[config.mk]
export PLATFORM = sky130hd
export DESIGN_NAME = fs_pipe_sub
export DESIGN_NICKNAME = d
export VERILOG_FILES = /design/src/rtl/fs_pkg.sv /design/src/rtl/fs_seg_stage.sv /design/src/rtl/fs_pipe_sub.sv
export SDC_FILE = /design/constraint.sdc
export NUM_CORES = 1
export LEC_CHECK = 0
export BUFFER_PORTS_ARGS = -buffer_cell sky130_fd_sc_hd__buf_2
export CAP_MARGIN = 20
export CORE_AREA = 3 3 53 55
export CTS_BUF_LIST = sky130_fd_sc_hd__clkbuf_4
export CTS_CLUSTER_DIAMETER = 120
export DETAILED_ROUTE_END_ITERATION = 8
export DIE_AREA = 0 0 56 58
export PLACE_DENSITY = 0.71
export REMOVE_ABC_BUFFERS = 1
export SLEW_MARGIN = 20
export SYNTH_ARGS = -nofsm -noshare
export SYNTH_HDL_FRONTEND = slang
export SYNTH_SLANG_ARGS = --single-unit
[constraint.sdc]
create_clock -name clk -period 0.9 [get_ports clk]
set_input_delay 0.09 -clock clk [delete_from_list [all_inputs] [get_ports clk]]
set_output_delay 0.09 -clock clk [all_outputs]
set_load 0.02 [all_outputs]
[src/rtl/fs_pkg.sv]
// fs_pkg: shared constants and helpers for the pipelined subtract-with-borrow unit.
package fs_pkg;

  localparam int FS_N_DEFAULT   = 4;
  localparam int FS_SEG_DEFAULT = 1;

  // Slice result as produced by one stage: borrow-out in the MSB, SEG result bits below.
  typedef logic [FS_SEG_DEFAULT:0] fs_slice_t;

  function automatic int fs_stages(input int n, input int seg);
    return n / seg;
  endfunction

endpackage

[src/rtl/fs_seg_stage.sv]
// fs_seg_stage: one SEG-bit subtract-with-borrow slice with registered result,
// borrow and valid. Data registers load every cycle; only valid is cleared by flush.
module fs_seg_stage
  import fs_pkg::*;
#(
  parameter int SEG = FS_SEG_DEFAULT
) (
  input  logic           clk,
  input  logic           rst_n,
  input  logic           i_flush,
  input  logic           i_valid,
  input  logic [SEG-1:0] i_a,
  input  logic [SEG-1:0] i_b,
  input  logic           i_borrow,
  output logic           o_valid,
  output logic [SEG-1:0] o_diff,
  output logic           o_borrow
);

  logic           r_valid;
  logic [SEG-1:0] r_diff;
  logic           r_borrow;
  logic [SEG:0]   w_full;

  // Zero-extended difference: the extra MSB turns negative results into the borrow-out.
  assign w_full = {1'b0, i_a} - {1'b0, i_b} - {{SEG{1'b0}}, i_borrow};

  always_ff @(posedge clk or negedge rst_n) begin
    if (!rst_n) begin
      r_valid  <= 1'b0;
      r_diff   <= '0;
      r_borrow <= 1'b0;
    end else begin
      r_valid  <= i_valid & ~i_flush;
      r_diff   <= w_full[SEG-1:0];
      r_borrow <= w_full[SEG];
    end
  end

  assign o_valid  = r_valid;
  assign o_diff   = r_diff;
  assign o_borrow = r_borrow;

endmodule

[src/rtl/fs_pipe_sub.sv]
// fs_pipe_sub: pipelined N-bit a - b - bin, SEG bits resolved per stage, latency N/SEG + 1.
// Optional signed-overflow output ovf is built when FS_OVF_EN is defined.
module fs_pipe_sub
  import fs_pkg::*;
#(
  parameter int N   = FS_N_DEFAULT,
  parameter int SEG = FS_SEG_DEFAULT
) (
  input  logic         clk,
  input  logic         rst_n,
  input  logic         in_valid,
  input  logic [N-1:0] a,
  input  logic [N-1:0] b,
  input  logic         bin,
  input  logic         flush,
  output logic         out_valid,
  output logic [N-1:0] d,
  output logic         bout
`ifdef FS_OVF_EN
  ,
  output logic         ovf
`endif
);

  localparam int S = fs_stages(N, SEG);

  // Unconsumed operand bits after stage k (k = 0..S-1) sit packed back to back.
  function automatic int remOff(input int k);
    return k * N - (SEG * k * (k - 1)) / 2;
  endfunction

  // Earlier resolved slices carried alongside stage k (k = 2..S).
  function automatic int dsOff(input int k);
    return (SEG * (k - 2) * (k - 1)) / 2;
  endfunction

  localparam int REM_W = remOff(S);
  localparam int DS_W  = dsOff(S + 1);

  if (N < 1 || (N % SEG) != 0) begin : g_badCfg
    $fatal(1, "fs_pipe_sub: N must be >= 1 and a multiple of SEG");
  end

  logic             r_inValid;
  logic             r_inBin;
  logic [REM_W-1:0] r_aRem;
  logic [REM_W-1:0] r_bRem;
  wire  [REM_W-1:0] w_aRemNext;
  wire  [REM_W-1:0] w_bRemNext;
  wire  [S:0]       w_valid;
  wire  [S:0]       w_borrow;
  wire  [S*SEG-1:0] w_slice;

  assign w_aRemNext[N-1:0] = a;
  assign w_bRemNext[N-1:0] = b;
  assign w_valid[0]        = r_inValid;
  assign w_borrow[0]       = r_inBin;

  always_ff @(posedge clk or negedge rst_n) begin
    if (!rst_n) begin
      r_inValid <= 1'b0;
      r_inBin   <= 1'b0;
      r_aRem    <= '0;
      r_bRem    <= '0;
    end else begin
      r_inValid <= in_valid & ~flush;
      r_inBin   <= bin;
      r_aRem    <= w_aRemNext;
      r_bRem    <= w_bRemNext;
    end
  end

  for (genvar k = 1; k <= S; k++) begin : g_stage
    localparam int OFF = remOff(k - 1);

    fs_seg_stage #(.SEG(SEG)) u_seg (
      .clk      (clk),
      .rst_n    (rst_n),
      .i_flush  (flush),
      .i_valid  (w_valid[k-1]),
      .i_a      (r_aRem[OFF +: SEG]),
      .i_b      (r_bRem[OFF +: SEG]),
      .i_borrow (w_borrow[k-1]),
      .o_valid  (w_valid[k]),
      .o_diff   (w_slice[(k-1)*SEG +: SEG]),
      .o_borrow (w_borrow[k])
    );

    // Bits above the slice just consumed skew forward to the next stage.
    if (k < S) begin : g_skew
      assign w_aRemNext[remOff(k) +: N-k*SEG] = r_aRem[OFF+SEG +: N-k*SEG];
      assign w_bRemNext[remOff(k) +: N-k*SEG] = r_bRem[OFF+SEG +: N-k*SEG];
    end
  end

  if (S > 1) begin : g_deskew
    wire  [DS_W-1:0] w_dsNext;
    logic [DS_W-1:0] r_ds;

    for (genvar k = 2; k <= S; k++) begin : g_ds
      if (k == 2) begin : g_first
        assign w_dsNext[dsOff(2) +: SEG] = w_slice[0 +: SEG];
      end else begin : g_rest
        assign w_dsNext[dsOff(k) +: (k-1)*SEG] =
          {w_slice[(k-2)*SEG +: SEG], r_ds[dsOff(k-1) +: (k-2)*SEG]};
      end
    end

    always_ff @(posedge clk or negedge rst_n) begin
      if (!rst_n) begin
        r_ds <= '0;
      end else begin
        r_ds <= w_dsNext;
      end
    end

    assign d = {w_slice[(S-1)*SEG +: SEG], r_ds[dsOff(S) +: (S-1)*SEG]};
  end else begin : g_noDeskew
    assign d = w_slice;
  end

  assign out_valid = w_valid[S];
  assign bout      = w_borrow[S];

`ifdef FS_OVF_EN
  localparam int SGN_IDX = remOff(S - 1) + SEG - 1;

  logic r_aSgn;
  logic r_bSgn;

  // Operand sign bits ride into the final stage so ovf lines up with d and out_valid.
  always_ff @(posedge clk or negedge rst_n) begin
    if (!rst_n) begin
      r_aSgn <= 1'b0;
      r_bSgn <= 1'b0;
    end else begin
      r_aSgn <= r_aRem[SGN_IDX];
      r_bSgn <= r_bRem[SGN_IDX];
    end
  end

  assign ovf = (r_aSgn ^ r_bSgn) & (d[N-1] ^ r_aSgn);
`endif

endmodule

==> results.sh, run 1 <==
export IMPL_status="finished with violations"
export IMPL_failed_checks="setup timing"
export IMPL_fp_dieW_um=56
export IMPL_clockBufferDepth=2
export IMPL_irDropWorstVdd_mv=1.77
export IMPL_synth_area_um2=1170
export IMPL_multi_input_area_um2=111
export IMPL_fill_cells=182
export IMPL_ant_nets=0
export IMPL_rows=18
export IMPL_cap_violations=0
export IMPL_htreeDepth=2
export IMPL_grt_overflow=0
export IMPL_worstSetupPathType="flop to flop"
export IMPL_yosysUniqueCellTypes=5
export IMPL_dp_cells=106
export IMPL_area_growth_pct=28.3
export IMPL_path_clk_slew_ns=0.10
export IMPL_dieArea_um2=3250
export IMPL_crit_fanout=1
export IMPL_leakage_nw=0.734
export IMPL_firstDrtPassIters=1
export IMPL_seqCellArea_um2=1000
export IMPL_postCtsSetupRepairBufs=0
export IMPL_start_util_pct=48.2
export IMPL_avgViaCountPerCell=4.06
export IMPL_nNetsFinal=112
export IMPL_clk_latency_ns=0.32
export IMPL_crit_path_end_kind="flop"
export IMPL_track_usage_pct=9.27
export IMPL_die_h_um=58
export IMPL_final_cells=126
export IMPL_yosysSeqAreaShare_pct=85.4
export IMPL_synth_top_area_share_pct=85.4
export IMPL_fin_crit_sh_pct=117
export IMPL_reg2reg_from="r_aRem[4]"
export IMPL_critPathLaunch="r_aRem[4]"
export IMPL_cts_tree="yes"
export IMPL_rsz0062_at_grt="true"
export IMPL_avgSynthCellArea_um2=19.2
export IMPL_port_buffers=18
export IMPL_rr_endpoint="g_stage[2].u_seg.o_diff"
export IMPL_cp_endpoint="g_stage[2].u_seg.o_diff"
export IMPL_gp_congestion=0.602
export IMPL_antenna_found_initial=0
export IMPL_drt_iter0_markers=0
export IMPL_drive_above_1_share_pct=28.1
export IMPL_io_pins=19
export IMPL_grt_pass1_wl_mm=2.17
export IMPL_fin_util_pct=61.8
export IMPL_min_path_type="primary input to asynchronous set/reset pin"
export IMPL_post_route_drc_count=0
export IMPL_ys_ff_latch=40
export IMPL_worstRegToRegCells=3
export IMPL_syn_inst=61
export IMPL_critPathLaunchType="flop"
export IMPL_max_freq_mhz=948
export IMPL_grt_pass1_vias=512
export IMPL_reg2reg_slack_ns=-0.16
export IMPL_synth_warnings=0
export IMPL_synth_area_leaders="dfrtp_1 85%, fa_1 6.8%, nor2b_1 2.7%, buf_4 2.6%, inv_1 2.6%"
export IMPL_core_um2=2430
export IMPL_hold_violations=0
export IMPL_diodes=0
export IMPL_fin_crit_ns=1.06
export IMPL_cp_data_arrival_time_ns=1.28
export IMPL_wl_mm=1.23
export IMPL_required_ns=1.12
export IMPL_grt_max_degree=41
export IMPL_synth_top_cell_by_area="dfrtp_1"
export IMPL_avgRoutedWirePerCell_um=9.75
export IMPL_worstMarginPinSlew_ns=0.197
export IMPL_report_final_slew_viol_count=0
export IMPL_clock_skew_final_ns=0.00532
export IMPL_cts_root_buf="clkbuf_4"
export IMPL_slew_headroom_pct=86.8
export IMPL_setup_viol=14
export IMPL_cts_inserted_buffers=5
export IMPL_power_density_nw_per_um2=2070
export IMPL_vias=511
export IMPL_clock_sinks=40
export IMPL_setup_ws_ns=-0.155
[sequential cells by signal, indices dropped and copies added (netlist names)]
register,flops
r_aRem,10
r_inValid,1
r_inBin,1
g_stage.u_seg.o_valid,4
g_stage.u_seg.o_diff,4
g_stage.u_seg.o_borrow,4
g_deskew.r_ds,6
r_bRem,10
[per-stage QoR]
stage	setup TNS, ns	hold slack, ns	setup slack, ns	power [mW]	area, um2
floorplan	-0.523	-0.206	-0.131	2.10	1140
global placement	-0.569	0.0666	-0.134	2.21	1290
detailed placement	-0.681	0.0725	-0.172	2.23	1290
CTS	-0.997	0.246	-0.160	3.17	1500
global route	-1.39	0.254	-0.197	3.31	1500
finish	-0.803	0.252	-0.155	3.12	1500
[power by group]
part	switching, mW	internal, mW
Sequential	0.0471	1.94
Clock	0.482	0.361
Combinational	0.131	0.154
Total	0.660	2.46
[cell families after synthesis]
family | count (synthesis) | synth area share (%)
fa+ha+maj | 4 | 6.83
buf+inv | 12 | 5.12
flops | 40 | 85.4
simple gates | 5 | 2.67
[cell usage after synthesis]
library cell and number:
nor2b_1 5, fa_1 4, inv_1 8, dfrtp_1 40, buf_4 4
[worst max-delay path, cell delays in order, from the launching register on]
cell     delay [ns]
dfrtp_1        0.36
inv_2          0.04
fa_1           0.52
inv_1          0.04
[cell usage in the layout (no fill, tap or decap), drive strengths merged]
cell type	Yosys	layout
dfrtp	40	40
buf	4	19
dlygate4sd3	0	12
inv	8	8
clkbuf	0	7
nor2b	5	5
fa	4	4
clkinv	0	1
[worst min-delay path by stage]
stage / to / slack, ns
2_1_floorplan: g_deskew.r_ds[0] / -0.21
3_3_place_gp: g_deskew.r_ds[3] / 0.07
3_5_place_dp: g_deskew.r_ds[4] / 0.07
4_1_cts: g_deskew.r_ds[4] / 0.25
5_1_grt: g_deskew.r_ds[4] / 0.25
6_report: g_deskew.r_ds[4] / 0.25
[metal layers]
layer  track usage, %  wire length [um]  up-vias
li1                 -                 -      241
met5                0                 0        -
met1             10.4               484      249
met4             5.08                13        0
met3             4.01                88        2
met2             15.0               643       19
[area by class of cell]
class,instances,area share [%]
Multi-Input combinational cell,9,7.40
Clock buffer,7,3.49
Sequential cell,40,66.6
Inverter,8,2.00
Tap cell,30,2.50
Clock inverter,1,0.250
Timing Repair Buffer,31,17.8
[repair_timing]
action / CTS / global route
hold buffers: 12 / 0
pin swaps: 4 / 2
setup endpoints to repair: 14 / 14
resized for setup: 13 / 0
hold endpoints to repair: 54 / 0
Note: power is estimated with default switching activity, not from simulation.
==> inputs of run 2 (changes only) <==
--- a/config.mk
+++ b/config.mk
@@ -12,8 +12,7 @@
 export CTS_CLUSTER_DIAMETER = 120
 export DETAILED_ROUTE_END_ITERATION = 8
 export DIE_AREA = 0 0 56 58
-export PLACE_DENSITY = 0.71
-export REMOVE_ABC_BUFFERS = 1
+export PLACE_DENSITY = 0.68
 export SLEW_MARGIN = 20
 export SYNTH_ARGS = -nofsm -noshare
 export SYNTH_HDL_FRONTEND = slang
==> constraint.sdc (replaced) <==
create_clock -name clk -period 1.1 [get_ports clk]
set_input_delay 0.11 -clock clk [delete_from_list [all_inputs] [get_ports clk]]
set_output_delay 0.11 -clock clk [all_outputs]
set_load 0.02 [all_outputs]
==> run 2 against run 1 <==
The run now ends clean; sequential share of layout area up 1.9 points; hold slack better by 0.0011 ns; register-to-register slack better by 0.19 ns; worst setup slack better by 0.19 ns; maximum frequency down 0.75%; cell count unchanged; utilization down 1.7 points; die area unchanged; flip-flop and latch count unchanged; via count up 2.3%; critical path depth down 1.
==> results.sh, run 2 (same netlist as run 1, synthesis figures left out) <==
export IMPL_setup_tns_ns=0
export IMPL_power_density_nw_per_um2=1700
export IMPL_gp_congestion=0.611
export IMPL_cp_cell_sequence="fa_1 > inv_1"
export IMPL_grt_pass1_vias=548
export IMPL_nNetsFinal=112
export IMPL_largestRegisters="r_aRem: 10 flops, r_bRem: 10 flops, g_deskew.r_ds: 6 flops"
export IMPL_worstMarginPinSlew_ns=0.203
export IMPL_final_common_cell="dfrtp_1"
export IMPL_wl_mm=1.25
export IMPL_fin_util_pct=60.1
export IMPL_cpPeakStageDelay_ns=0.53
export IMPL_fin_crit_sh_pct=96.7
export IMPL_postCtsSetupRepairBufs=0
export IMPL_min_path_type="primary input to asynchronous set/reset pin"
export IMPL_rows=18
export IMPL_clk_latency_ns=0.33
export IMPL_firstDrtPassIters=1
export IMPL_p_int_mw=1.91
export IMPL_fin_crit_ns=1.06
export IMPL_cp_data_arrival_time_ns=1.30
export IMPL_clockBufferDepth=2
export IMPL_place_area_um2=1290
export IMPL_irDropWorstVdd_mv=1.26
export IMPL_seqCellArea_um2=1000
export IMPL_layout_common_cells="40 x dfrtp_1, 18 x buf_2, 12 x dlygate4sd3_1, 7 x inv_1"
export IMPL_diodes=0
export IMPL_path_delay_family="adder cells"
export IMPL_post_route_drc_count=0
export IMPL_p_total_mw=2.48
export IMPL_slew_headroom_pct=86.5
export IMPL_worstRegToRegCells=2
export IMPL_p_switching_mw=0.566
export IMPL_cts_tree="yes"
export IMPL_setup_viol=0
export IMPL_leakage_nw=0.722
export IMPL_required_ns=1.33
export IMPL_cap_violations=0
export IMPL_drive_above_1_share_pct=28.1
export IMPL_area_growth_pct=24.7
export IMPL_antenna_found_initial=0
export IMPL_report_final_slew_viol_count=0
export IMPL_cp_buffers_inverters=1
export IMPL_port_buffers=18
export IMPL_seqPwrFrac_pct=65.3
export IMPL_start_util_pct=48.2
export IMPL_max_freq_mhz=941
export IMPL_critPathLaunchType="flop"
export IMPL_switching_share_pct=22.8
export IMPL_power_frac_clock_pct=26.7
export IMPL_dieArea_um2=3250
export IMPL_avgRoutedWirePerCell_um=9.94
export IMPL_clock_skew_final_ns=0.00418
export IMPL_avgViaCountPerCell=4.15
export IMPL_slowest_stage="fa_1"
export IMPL_hold_violations=0
export IMPL_synth_fp_nets=78
export IMPL_worstSetupPathType="flop to flop"
export IMPL_rsz0062_at_grt="true"
export IMPL_core_um2=2430
export IMPL_design_area_um2=1460
export IMPL_crit_cells=2
export IMPL_vias=523
export IMPL_drt_iter0_markers=0
export IMPL_dp_hpwl_um=751
export IMPL_p_comb_share_pct=8.0
export IMPL_status="finished clean"
export IMPL_io_pins=19
export IMPL_grt_overflow=0
export IMPL_track_usage_pct=10.7
export IMPL_cts_root_buf="clkbuf_4"
export IMPL_cts_inserted_buffers=5
export IMPL_grt_pass1_wl_mm=2.33
export IMPL_clock_sinks=40
export IMPL_crit_path_end_kind="flop"
export IMPL_path_clk_slew_ns=0.11
export IMPL_die_h_um=58
export IMPL_multi_input_area_um2=111
export IMPL_htreeDepth=2
export IMPL_ant_nets=0
export IMPL_crit_fanout=1
export IMPL_grt_max_degree=41
export IMPL_fp_dieW_um=56
export IMPL_fill_cells=199
[run 2: cell count changes in the layout (fill, tap and decap cells not counted)]
cell and change:
buf_2 +6, buf_6 -6, clkbuf_4 -2, clkinv_2 +2
[run 2: power by group through the flow]
stage               logic (mW)  clock network [mW]  registers, mW
finish                   0.197               0.662           1.62
global route             0.228               0.794           1.63
CTS                      0.204               0.703           1.62
detailed placement       0.171                   0           1.65
global placement         0.162                   0           1.64
floorplan                0.106                   0           1.65
[run 2: final timing paths]
| path | slack, ns | startpoint | endpoint |
|---|---|---|---|
| worst min-delay path | 0.25 | rst_n | g_stage[4].u_seg.o_borrow |
| max in group asynchronous | 0.66 | rst_n | g_deskew.r_ds[3] |
| worst max-delay path | 0.04 | r_inBin | g_stage[1].u_seg.o_diff |
| worst min register to register | 0.36 | r_aRem[8] | r_aRem[9] |
| min in group clk | 0.36 | r_aRem[8] | r_aRem[9] |
| worst max register to register | 0.04 | r_inBin | g_stage[1].u_seg.o_diff |
[run 2: cell type report]
cell class | instances | area share (%)
sequential | 40 | 68.5
timing repair buffer | 31 | 15.8
multi-input combinational | 9 | 7.62
clock buffer | 5 | 2.57
tap | 30 | 2.57
inverter | 8 | 2.05
clock inverter | 3 | 0.942
[run 2: worst min-delay path: stages]
cell and delay (ns):
dlygate4sd3_1 0.52, buf_2 0.12, buf_12 0.21
[run 2: what timing repair did]
action                     in CTS  in global routing
resized for setup               0                  1
hold endpoints to repair       54                  0
setup endpoints to repair       0                  2
hold buffers                   12                  0
[run 2: metrics by stage]
stage,cells,hold slack (ns),setup slack [ns]
after detailed placement,106,0.0915,0.0408
after floorplan,61,-0.186,0.0692
after global routing,126,0.252,-0.00901
after global placement,106,0.0845,0.0666
after CTS,126,0.251,0.0257
final,126,0.253,0.0368
[run 2: layer usage]
metal  track usage (%)  vias up  share of wire [%]  wire length [um]
met2              15.9       23                 51               640
met4              6.10        0               0.96                12
met3              8.24        2                 10               129
li1                  -      241                  -                 -
met1              10.7      257                 37               469
met5                 0        -                  0                 0
==> inputs of run 3 (changes only) <==
--- a/config.mk
+++ b/config.mk
@@ -17,3 +17,4 @@
 export SYNTH_ARGS = -nofsm -noshare
 export SYNTH_HDL_FRONTEND = slang
 export SYNTH_SLANG_ARGS = --single-unit
+export TNS_END_PERCENT = 100
==> constraint.sdc (replaced) <==
create_clock -name clk -period 1 [get_ports clk]
set_input_delay 0.1 -clock clk [delete_from_list [all_inputs] [get_ports clk]]
set_output_delay 0.1 -clock clk [all_outputs]
set_load 0.02 [all_outputs]
==> run 3 against run 2 <==
The flow now finishes with violations (setup timing); cell count unchanged; flip-flop and latch count unchanged; wire length rose by 5.6%.
==> results.sh, run 3 (same netlist as run 1, synthesis figures left out) <==
export IMPL_path_delay_family="adder cells"
export IMPL_min_path_type="primary input to asynchronous set/reset pin"
export IMPL_worstSetupPathType="flop to flop"
export IMPL_top_layer_used="met4"
export IMPL_setup_ws_ns=-0.0640
export IMPL_cp_buffers_inverters=1
export IMPL_largestRegisters="r_aRem: 10 flops, r_bRem: 10 flops, g_deskew.r_ds: 6 flops"
export IMPL_irDropWorstVdd_mv=1.38
export IMPL_leakage_nw=0.727
export IMPL_worstMarginPinSlew_ns=0.203
export IMPL_clockBufferDepth=2
export IMPL_cts_root_buf="clkbuf_4"
export IMPL_clock_sinks=40
export IMPL_grt_overflow=0
export IMPL_wl_mm=1.32
export IMPL_rows=18
export IMPL_diodes=0
export IMPL_nNetsFinal=112
export IMPL_grt_pass1_wl_mm=2.39
export IMPL_dp_hpwl_um=852
export IMPL_critPathLaunchType="flop"
export IMPL_seqCellArea_um2=1000
export IMPL_area_growth_pct=27.2
export IMPL_track_usage_pct=10.5
export IMPL_hold_violations=0
export IMPL_io_pins=19
export IMPL_worstRegToRegCells=2
export IMPL_ant_nets=0
export IMPL_route_met3_wl_um=86
export IMPL_rr_endpoint="g_stage[1].u_seg.o_diff"
export IMPL_reg2reg_from="r_inBin"
export IMPL_start_util_pct=48.2
export IMPL_power_density_nw_per_um2=1870
export IMPL_antenna_found_initial=0
export IMPL_core_um2=2430
export IMPL_setup_viol=4
export IMPL_reg2reg_slack_ns=-0.06
export IMPL_gp_congestion=0.625
export IMPL_firstDrtPassIters=2
export IMPL_rsz0062_at_grt="true"
export IMPL_avgViaCountPerCell=4.17
export IMPL_htreeDepth=2
export IMPL_drt_iter0_markers=2
export IMPL_cp_cell_sequence="fa_1 > inv_1"
export IMPL_multi_input_area_um2=111
export IMPL_synth_fp_nets=78
export IMPL_failed_checks="setup timing"
export IMPL_report_final_slew_viol_count=0
export IMPL_cp_data_arrival_time_ns=1.29
export IMPL_final_common_cell="dfrtp_1"
export IMPL_cts_inserted_buffers=5
export IMPL_required_ns=1.22
export IMPL_fin_crit_sh_pct=106
export IMPL_status="finished with violations"
export IMPL_dieArea_um2=3250
export IMPL_port_buffers=18
export IMPL_fp_dieW_um=56
export IMPL_max_freq_mhz=940
export IMPL_cts_tree="yes"
export IMPL_die_h_um=58
export IMPL_fin_crit_ns=1.06
export IMPL_hold_slack_ns=0.265
export IMPL_avgRoutedWirePerCell_um=10.5
export IMPL_fill_cells=196
export IMPL_grt_max_degree=41
export IMPL_slowest_stage="fa_1"
export IMPL_crit_fanout=1
export IMPL_m1WireLength_um=493
export IMPL_wl_met2_um=718
export IMPL_vias=525
export IMPL_drive_above_1_share_pct=31.3
export IMPL_post_route_drc_count=0
export IMPL_clk_latency_ns=0.32
export IMPL_crit_path_end_kind="flop"
export IMPL_cap_violations=0
export IMPL_clock_skew_final_ns=0.00398
export IMPL_cpPeakStageDelay_ns=0.54
export IMPL_path_clk_slew_ns=0.10
export IMPL_slew_headroom_pct=86.5
export IMPL_grt_pass1_vias=610
export IMPL_layout_common_cells="40 x dfrtp_1, 14 x buf_2, 12 x dlygate4sd3_1, 7 x clkbuf_4, 5 x nor2b_1"
export IMPL_dp_slack_ns=-0.0677
run 3: how the worst max path moves through the flow:
stage                                    to                      start  cells after the start
global placement    g_stage[4].u_seg.o_diff                  r_bRem[9]                      2
finish              g_stage[1].u_seg.o_diff                    r_inBin                      2
floorplan           g_stage[2].u_seg.o_diff  g_stage[1].u_seg.o_borrow                      2
global route        g_stage[3].u_seg.o_diff                  r_aRem[7]                      3
detailed placement  g_stage[1].u_seg.o_diff                  r_aRem[0]                      3
CTS                 g_stage[4].u_seg.o_diff                  r_bRem[9]                      2
run 3: through the flow:
| stage | util, % | total power [mW] | instances | setup TNS [ns] | cell area, um2 |
|---|---|---|---|---|---|
| after floorplan | - | 1.93 | 61 | -0.102 | 1170 |
| after global placement | 53.0 | 1.99 | 106 | -0.108 | 1290 |
| after detailed placement | 53.0 | 2.01 | 106 | -0.227 | 1290 |
| after CTS | 60.3 | 2.82 | 126 | -0.276 | 1470 |
| after global routing | 61.3 | 2.98 | 126 | -0.403 | 1490 |
| final | 61.3 | 2.79 | 126 | -0.217 | 1490 |
run 3: where the power goes:
part | total (mW) | switching (mW) | leakage, nW | internal [mW]
Sequential | 1.79 | 0.0431 | 0.476 | 1.75
Combinational | 0.247 | 0.120 | 0.218 | 0.127
Clock | 0.756 | 0.431 | 0.0338 | 0.325
Total | 2.79 | 0.594 | 0.727 | 2.20
run 3: timing repair:
action / in CTS / in global routing
setup buffers: 0 / 0
hold buffers: 12 / 0
setup endpoints to repair: 4 / 8
pin swaps: 2 / 2
endpoints found under the hold margin: 54 / 0
resized for setup: 3 / 9
run 3: worst min-delay path: stages:
cell           delay, ns
dlygate4sd3_1       0.52
buf_2               0.12
buf_12              0.21
run 3: per-layer routing:
layer  up-vias  GRT usage [%]
met4         0           6.10
met3         2           4.68
met1       261           9.43
met2        20           19.4
met5         -              0
li1        242              -
run 3: layout make-up:
type                       instances  area share, %
sequential                        40           67.1
multi-input combinational          9           7.47
tap                               30           2.52
clock buffer                       7           3.52
inverter                           8           2.01
clock inverter                     1          0.252
timing repair buffer              31           17.1
